**src/rtl/decoder3_8_strobe.sv**
```systemverilog
// Sequential 3-to-8 decoder: an accepted code drives y[code] for HOLD cycles, then GAP idle cycles.
// Optional retrigger during HOLD is enabled by defining DEC3_8_RETRIG_EN.
module decoder3_8_strobe #(
    parameter int HOLD = 4,
    parameter int GAP  = 1
) (
    input  logic       clk,
    input  logic       rst_n,
    input  logic       en,
    input  logic       in_valid,
    output logic       in_ready,
    input  logic [2:0] a,
    output logic [7:0] y,
    output logic       busy,
    output logic       done,
    output logic [2:0] last_code
);

    generate
        if (HOLD < 1 || HOLD > 255 || GAP < 0 || GAP > 255) begin : g_bad_param
            $error("decoder3_8_strobe: HOLD must be 1..255 and GAP 0..255");
        end
    endgenerate

    typedef enum logic [1:0] {
        ST_IDLE = 2'd0,
        ST_HOLD = 2'd1,
        ST_GAP  = 2'd2
    } state_t;

    localparam logic [7:0] HOLD_CNT = 8'(HOLD - 1);
    localparam logic [7:0] GAP_CNT  = (GAP > 0) ? 8'(GAP - 1) : 8'd0;
    localparam logic       GAP_EN   = (GAP > 0) ? 1'b1 : 1'b0;

    function automatic logic [7:0] dec3(input logic [2:0] code);
        logic [7:0] one_hot;
        one_hot = 8'd1 << code;
        return one_hot;
    endfunction

    state_t     state_r, state_s;
    logic [7:0] cnt_r, cnt_s;
    logic [7:0] y_r, y_s;
    logic       done_r, done_s;
    logic       busy_r, busy_s;
    logic [2:0] last_code_r, last_code_s;
    logic       accept_s;

`ifdef DEC3_8_RETRIG_EN
    assign in_ready = en & ((state_r == ST_IDLE) | (state_r == ST_HOLD));
`else
    assign in_ready = en & (state_r == ST_IDLE);
`endif

    assign accept_s  = in_valid & in_ready;
    assign y         = y_r;
    assign busy      = busy_r;
    assign done      = done_r;
    assign last_code = last_code_r;

    // Next-state and next-output logic; abort beats accept, accept (retrigger) beats expiry.
    always_comb begin
        state_s     = state_r;
        cnt_s       = cnt_r;
        y_s         = y_r;
        done_s      = 1'b0;
        last_code_s = last_code_r;
        if (!en) begin
            state_s = ST_IDLE;
            cnt_s   = 8'd0;
            y_s     = 8'd0;
        end else if (accept_s) begin
            state_s     = ST_HOLD;
            cnt_s       = HOLD_CNT;
            y_s         = dec3(a);
            last_code_s = a;
        end else begin
            case (state_r)
                ST_IDLE: begin
                    cnt_s = 8'd0;
                    y_s   = 8'd0;
                end
                ST_HOLD: begin
                    if (cnt_r != 8'd0) begin
                        cnt_s = cnt_r - 8'd1;
                    end else begin
                        y_s    = 8'd0;
                        done_s = 1'b1;
                        if (GAP_EN) begin
                            state_s = ST_GAP;
                            cnt_s   = GAP_CNT;
                        end else begin
                            state_s = ST_IDLE;
                            cnt_s   = 8'd0;
                        end
                    end
                end
                ST_GAP: begin
                    y_s = 8'd0;
                    if (cnt_r != 8'd0) begin
                        cnt_s = cnt_r - 8'd1;
                    end else begin
                        state_s = ST_IDLE;
                    end
                end
                default: begin
                    state_s = ST_IDLE;
                    cnt_s   = 8'd0;
                    y_s     = 8'd0;
                end
            endcase
        end
        busy_s = (state_s != ST_IDLE);
    end

    // State, counter and registered outputs.
    always_ff @(posedge clk or negedge rst_n) begin
        if (!rst_n) begin
            state_r     <= ST_IDLE;
            cnt_r       <= 8'd0;
            y_r         <= 8'd0;
            done_r      <= 1'b0;
            busy_r      <= 1'b0;
            last_code_r <= 3'd0;
        end else begin
            state_r     <= state_s;
            cnt_r       <= cnt_s;
            y_r         <= y_s;
            done_r      <= done_s;
            busy_r      <= busy_s;
            last_code_r <= last_code_s;
        end
    end

endmodule

```
**config.mk**
```make
export PLATFORM = sky130hd
export DESIGN_NAME = decoder3_8_strobe
export DESIGN_NICKNAME = d
export VERILOG_FILES = /design/src/rtl/decoder3_8_strobe.sv
export SDC_FILE = /design/constraint.sdc
export NUM_CORES = 1
export LEC_CHECK = 0
export CORE_UTILIZATION = 51
export DETAILED_ROUTE_END_ITERATION = 12
export GPL_TIMING_DRIVEN = 0
export PLACE_DENSITY = 0.8
export SLEW_MARGIN = 25
export SYNTH_ARGS = -nofsm -noshare
export SYNTH_HDL_FRONTEND = slang
export SYNTH_SLANG_ARGS = --single-unit
```
**constraint.sdc**
```tcl
create_clock -name clk -period 2.5 [get_ports clk]
set_clock_uncertainty 0.1 [all_clocks]
set_input_delay 0.25 -clock clk [delete_from_list [all_inputs] [get_ports clk]]
set_output_delay 0.25 -clock clk [all_outputs]
set_load 0.005 [all_outputs]
```
==> run_results.csv, run 1 <==
group,metric,value,unit
run_status,status,"completed",
clock_network,clock_latency,0.32,ns
route,dr.pass1.iters,4,
global_route,antenna_found_initial,0,
route,route.vias.total,943,
sta,rsz0062_at_grt,"false",
logic_synthesis,synth.avg_cell_area,10.01,µm²
critical_path,path_class,"flop to output port",
logic_synthesis,yosysWarnings,0,
sta,slew_viol_final,0,
global_route,grt_max_degree,24,
critical_path,path_cells,"inv_1, ha_1, and2_1, clkdlybuf4s50_1",
floorplanning,start_util,56.86,%
place,gp_congestion,0.8435,
layout,final_cell_mix,"nand2_1 (23), dfrtp_1 (23), clkdlybuf4s50_1 (19)",
layout,syn2layout_area_growth,22.95,%
logic_synthesis,ys_ff_latch,23,
clock_network,cts_hold_buf,0,
critical_path,critPathBufInv,2,
sta,fmax,459.1,MHz
floorplanning,rows,16,
clock_network,cts_tree,"built",
critical_path,cp.required,2.15,ns
route,wl_per_cell,14.82,µm
place,place_area,0.001395,mm²
route,drc,0,
logic_synthesis,syn_nets,129,
route,drtAntennaViolNets,0,
clock_network,cts_setup_buffers,0,
clock_network,clock_path_buffers,2,
logic_synthesis,synth-async-reset-ratio,100.0,%
critical_path,cpPeakStageDelay,0.50,ns
logic_synthesis,synth_cells,116,
place,portBuffers,20,
route,drtIter0Drc,26,
clock_network,clkSinkCount,23,
critical_path,endpoint_kind,"output port",
global_route,grt_pass1_vias,940,
global_route,gr-total-overflow,0,
clock_network,cts_inserted_buffers,3,
critical_path,path_max_fanout,6,
place,dp_hpwl,1840,µm
clock_network,ctsHtreeMaxLevel,1,
critical_path,crit_slowest_cell,"clkdlybuf4s50_1",
critical_path,critPathTopFamily,"buffers and inverters",
sta,hold_viol,0,
hold_path,hold_class,"primary input to async pin",
layout,nets,155,
clock_network,cts_resized,0,
logic_synthesis,synth_edf_count,0,
layout,drive_above_1_share,9.220,%
global_route,grt_usage,22.98,%
flow_run,cap_violations,0,
logic_synthesis,ys.flop_type,"dfrtp_1",
layout,nFillCells,181,
route,viasPerCell,5.613,
floorplanning,die_area,0.002472,mm²
power,leakagePower,0.6767,nW
global_route,grt_pass1_wl,4174,µm
sta,finalSetupViolCount,0,
layout,fin_area,0.001428,mm²
logic_synthesis,syn_area,0.001161,mm²
logic_synthesis,synthDistinctLibCells,33,
sta,hold_ws,0.3125,ns
layout,antenna_cells,0,
floorplanning,die_h,49.72,µm
sta,worstMarginPinSlew,0.6624,ns
floorplanning,die_w,49.72,µm
critical_path,arrival,1.83,ns
power,peakVddDrop,0.3418,mV
sta,min_period,2.178,ns
logic_synthesis,synth_seq_area_share,49.57,%
sta,fin_tns_setup,0,ns
clock_network,clock-root-buffer,"clkbuf_4",
power,pwr_density_cell,583.6,mW/mm²
sta,period_share,87.13,%
clock_network,clkTransAtPathRegs,0.14,ns
floorplanning,coreArea,0.002042,mm²
route,drt_wl_total,2490,µm
floorplanning,ios,21,
critical_path,worst_setup_path_start_kind,"flop",
sta,slew-limit-headroom,55.84,%
-- state kept, by name, summed over array words and instances, names as in the netlist --
register	flops
busy	1
last_code	3
cnt_r	8
done	1
y	8
state_r	2
-- worst reg2reg max path, cell delays in order (launching register included) --
cell and delay [ns]:
dfrtp_1 0.45, inv_1 0.10, ha_1 0.27, a21boi_0 0.30
nand2_1 0.11, a21oi_1 0.53, a2bb2o_1 0.24
-- layer usage --
metal  GRT usage (%)  wire length (µm)
met4           11.90                76
met2           38.06              1192
met1           28.26              1125
met3           4.321                97
met5               0                 0
-- power by group --
part / total [mW] / switching [mW] / leakage [nW] / internal (mW)
clock: 0.179 / 0.119 / 0.0177 / 0.0600
combinational: 0.231 / 0.114 / 0.346 / 0.117
sequential: 0.423 / 0.0205 / 0.313 / 0.403
-- final cells by class --
| class | instances | area [µm²] | share of cell area [%] |
|---|---|---|---|
| Sequential cell | 23 | 575.6 | 40.32 |
| Multi-Input combinational cell | 82 | 540.5 | 37.86 |
| Timing Repair Buffer | 21 | 205.2 | 14.37 |
| Inverter | 9 | 33.78 | 2.366 |
| Tap cell | 27 | 33.78 | 2.366 |
| Clock buffer | 3 | 22.52 | 1.578 |
| Buffer | 2 | 11.26 | 0.7888 |
| Clock inverter | 1 | 5.005 | 0.3506 |
-- worst paths after layout --
path	from	to	slack [ns]	cells after the start
max in group asynchronous	rst_n	last_code[2]$_DFFE_PN0P_	1.64	2
min in group clk	last_code[0]$_DFFE_PN0P_	last_code[0]$_DFFE_PN0P_	0.39	2
min reg2reg	last_code[0]$_DFFE_PN0P_	last_code[0]$_DFFE_PN0P_	0.39	2
max	state_r[0]$_DFF_PN0_	in_ready	0.32	4
max reg2reg	state_r[0]$_DFF_PN0_	y[6]$_DFFE_PN0P_	0.34	6
min	rst_n	cnt_r[7]$_DFFE_PN0P_	0.31	2
-- synthesized netlist by cell type (2+ instances only) --
cell type	instances	area, µm²
or3_1	5	31.28
o21ai_0	3	15.01
nand2b_1	3	18.77
o2bb2ai_1	5	43.79
nor2_1	3	11.26
a31o_2	2	17.52
a21oi_1	9	45.04
dfrtp_1	23	575.6
nand2_1	23	86.33
nand3_1	3	15.01
a32o_1	2	20.02
inv_1	9	33.78
ha_1	6	75.07
-- cells by family after synthesis --
kind of cell	after synthesis	synth area share, %
flops	23	49.57
simple gates	49	23.28
compound gates	27	16.81
buf+inv	11	3.879
fa+ha+maj	6	6.465
-- per-stage QoR --
| stage | cells | total power, mW | utilization, % | setup WS [ns] |
|---|---|---|---|---|
| 3_5_place_dp | 163 | 0.6614 | 68.32 | 0.2683 |
| 5_1_grt | 168 | 0.8803 | 69.91 | 0.2116 |
| 2_1_floorplan | 116 | 0.5585 | - | 0.6148 |
| 3_3_place_gp | 163 | 0.6484 | 68.32 | 0.3206 |
| 4_1_cts | 167 | 0.8330 | 69.67 | 0.3241 |
| 6_report | 168 | 0.8332 | 69.91 | 0.3216 |
(Power assumes the default switching activity.)
==> run 2: changes to the inputs <==
--- a/config.mk
+++ b/config.mk
@@ -5,7 +5,8 @@
 export SDC_FILE = /design/constraint.sdc
 export NUM_CORES = 1
 export LEC_CHECK = 0
-export CORE_UTILIZATION = 51
+export ABC_AREA = 1
+export CORE_UTILIZATION = 52
 export DETAILED_ROUTE_END_ITERATION = 12
 export GPL_TIMING_DRIVEN = 0
 export PLACE_DENSITY = 0.8
==> run 2 against run 1 <==
Compared with the run above: global-route usage fell by 2.3 points; final cell count up 29%; final area is 8.2% higher; non-clock buffer count is 2 lower; first-iteration DRC count shrank 42%; synthesized cell count grew 41%; clock power fell by 4%; hold slack improved by 0.0012 ns.
==> run_results.csv, run 2 <==
group,metric,value,unit
route,wl_per_cell,10.78,µm
critical_path,endpoint_kind,"output port",
power,pwr_density_cell,944.7,mW/mm²
route,drtIter0Drc,15,
critical_path,path_class,"flop to output port",
route,viasPerCell,5.000,
global_route,gr-total-overflow,0,
clock_network,ctsHtreeMaxLevel,1,
logic_synthesis,ys_ff_latch,23,
route,drtAntennaViolNets,0,
layout,antenna_cells,0,
critical_path,path_max_fanout,3,
layout,syn2layout_area_growth,20.84,%
layout,nFillCells,201,
sta,hold_viol,0,
run_status,status,"completed",
logic_synthesis,ys_top_cells_by_count,"nand2_1 (44), inv_1 (37), dfrtp_1 (23)",
logic_synthesis,synth.avg_cell_area,7.845,µm²
flow_run,cap_violations,0,
critical_path,timing.rr.end,"busy$_DFF_PN0_",
sta,finalSetupViolCount,0,
clock_network,clock_latency,0.31,ns
critical_path,worst_setup_path_start_kind,"flop",
sta,fmax,489.9,MHz
place,dp_hpwl,1806,µm
sta,worstMarginPinSlew,0.4934,ns
logic_synthesis,syn_nets,176,
logic_synthesis,synth_area_leaders,"dfrtp_1 (45%), nand2_1 (13%), inv_1 (11%)",
layout,final_cell_mix,"nand2_1 (44), inv_1 (37), dfrtp_1 (23)",
logic_synthesis,synth_cells,163,
logic_synthesis,synth_seq_area_share,45.01,%
power,p_total,1.460,mW
clock_network,clkTransAtPathRegs,0.13,ns
sta,rsz0062_at_grt,"false",
logic_synthesis,synth.most_common_cell,"nand2_1",
clock_network,clock_path_buffers,2,
clock_network,clock-root-buffer,"clkbuf_4",
logic_synthesis,synth_edf_count,0,
global_route,grt_pass1_wl,4036,µm
global_route,grt_max_degree,24,
floorplanning,die_w,51.59,µm
floorplanning,start_util,56.71,%
critical_path,arrival,1.69,ns
critical_path,ff2ff_setup_slack,0.74,ns
logic_synthesis,ys.flop_type,"dfrtp_1",
floorplanning,die_area,0.002662,mm²
hold_path,hold_class,"primary input to async pin",
sta,slew-limit-headroom,67.10,%
sta,slew_viol_final,0,
sta,min_period,2.041,ns
logic_synthesis,yosys.area.top_type,"dfrtp_1",
global_route,grt_usage,20.64,%
sta,period_share,81.64,%
layout,final_common_cell,"nand2_1",
route,drt_wl_total,2329,µm
layout,instances_no_fill,216,
global_route,grt_pass1_vias,1000,
power,peakVddDrop,0.5222,mV
power,leakagePower,0.8112,nW
clock_network,clkSinkCount,23,
logic_synthesis,synth-async-reset-ratio,100.0,%
floorplanning,die_h,51.59,µm
power,p_sw_share,42.97,%
critical_path,reg2reg_depth,10,
layout,nets,202,
clock_network,cts_inserted_buffers,3,
critical_path,rr_startpoint,"state_r[0]$_DFF_PN0_",
place,gp_congestion,0.8083,
power,p_clk_share,11.8,%
logic_synthesis,synthDistinctLibCells,20,
floorplanning,rows,17,
critical_path,cp.required,2.15,ns
place,dp_cells,211,
route,dr.pass1.iters,4,
logic_synthesis,yosysWarnings,0,
global_route,antenna_found_initial,0,
route,route.vias.total,1080,
power,netSwitchingPower,627.2,µW
layout,drive_above_1_share,7.979,%
place,portBuffers,20,
power,power.internal,832.6,µW
power,seqPwrFrac,35.1,%
logic_synthesis,syn_area,0.001279,mm²
floorplanning,coreArea,0.002255,mm²
floorplanning,ios,21,
critical_path,startpoint,"state_r[0]$_DFF_PN0_",
logic_synthesis,synth_top_area_share,45.01,%
clock_network,cts_tree,"built",
route,drc,0,
sta,fin_tns_setup,0,ns
power,comb_power_share,53.1,%
run 2: changes by cell type in the layout (fill, tap and decap cells not counted), moves of 3 or more:
cell	change
nand3_1	+3
inv_1	+28
or3_1	-5
o2bb2ai_1	-5
o32ai_1	+3
a21oi_1	-8
o21ai_0	+3
nand2_1	+21
nor2_1	+15
nor2_4	+3
nand2b_1	-3
nand4_1	+3
run 2: worst max path at each step:
stage                      to  slack [ns]  depth (start not counted)
6_report             in_ready        0.46                          5
5_1_grt              in_ready        0.35                          5
4_1_cts              in_ready        0.45                          5
3_5_place_dp   busy$_DFF_PN0_        0.72                          9
3_3_place_gp   busy$_DFF_PN0_        0.74                          9
2_1_floorplan  busy$_DFF_PN0_        0.92                         10
run 2: power by group through the flow:
stage	logic, mW	registers [mW]	clock network, mW
after global placement	0.752	0.514	0
final	0.775	0.512	0.172
after global routing	0.880	0.524	0.191
after floorplan	0.568	0.512	0
after detailed placement	0.777	0.520	0
after CTS	0.779	0.514	0.175
run 2: final cells by class:
cell class / instances / area [µm²] / area share [%]
multi-input cells: 102 / 560.5 / 36.28
well taps: 28 / 35.03 / 2.267
repair buffers: 21 / 205.2 / 13.28
inverters: 38 / 142.6 / 9.231
clock buffers: 4 / 26.28 / 1.700
flip-flops and latches: 23 / 575.6 / 37.25
run 2: what timing repair did:
| item | in CTS | in global routing |
|---|---|---|
| buffers inserted | 0 | 0 |
| hold buffers | 0 | 1 |
| resized for setup | 0 | 0 |
| endpoints found under the hold margin | 0 | 23 |
run 2: per-stage QoR:
stage	hold slack, ns	area, µm²	utilization (%)	setup slack [ns]
after global placement	0.3544	1514	67.15	0.7399
final	0.3137	1545	68.54	0.4589
after CTS	0.3989	1540	68.31	0.4524
after global routing	0.3509	1545	68.54	0.3457
after detailed placement	0.3651	1514	67.15	0.7239
after floorplan	-0.1456	1279	-	0.9211
run 2: cells by family (layout without fill, tap and decap cells):
group / after synthesis / after routing / synth area share, %
fa+ha+maj: 6 / 6 / 5.871
compound gates: 12 / 12 / 5.773
flops: 23 / 23 / 45.01
buf+inv: 38 / 63 / 11.15
simple gates: 84 / 84 / 32.19
run 2: metal layers:
metal / up-vias / track usage [%] / share of wire [%]
met5: - / 0 / 0
met4: 0 / 8.108 / 1.4
met2: 25 / 37.01 / 49
met1: 505 / 24.25 / 45
li1: 545 / - / -
met3: 5 / 3.509 / 4.2
run 2: worst max-delay path: stages (launching register included):
cell,delay [ns]
dfrtp_1,0.42
inv_1,0.12
ha_1,0.18
nand2_1,0.10
inv_1,0.06
clkdlybuf4s50_1,0.49
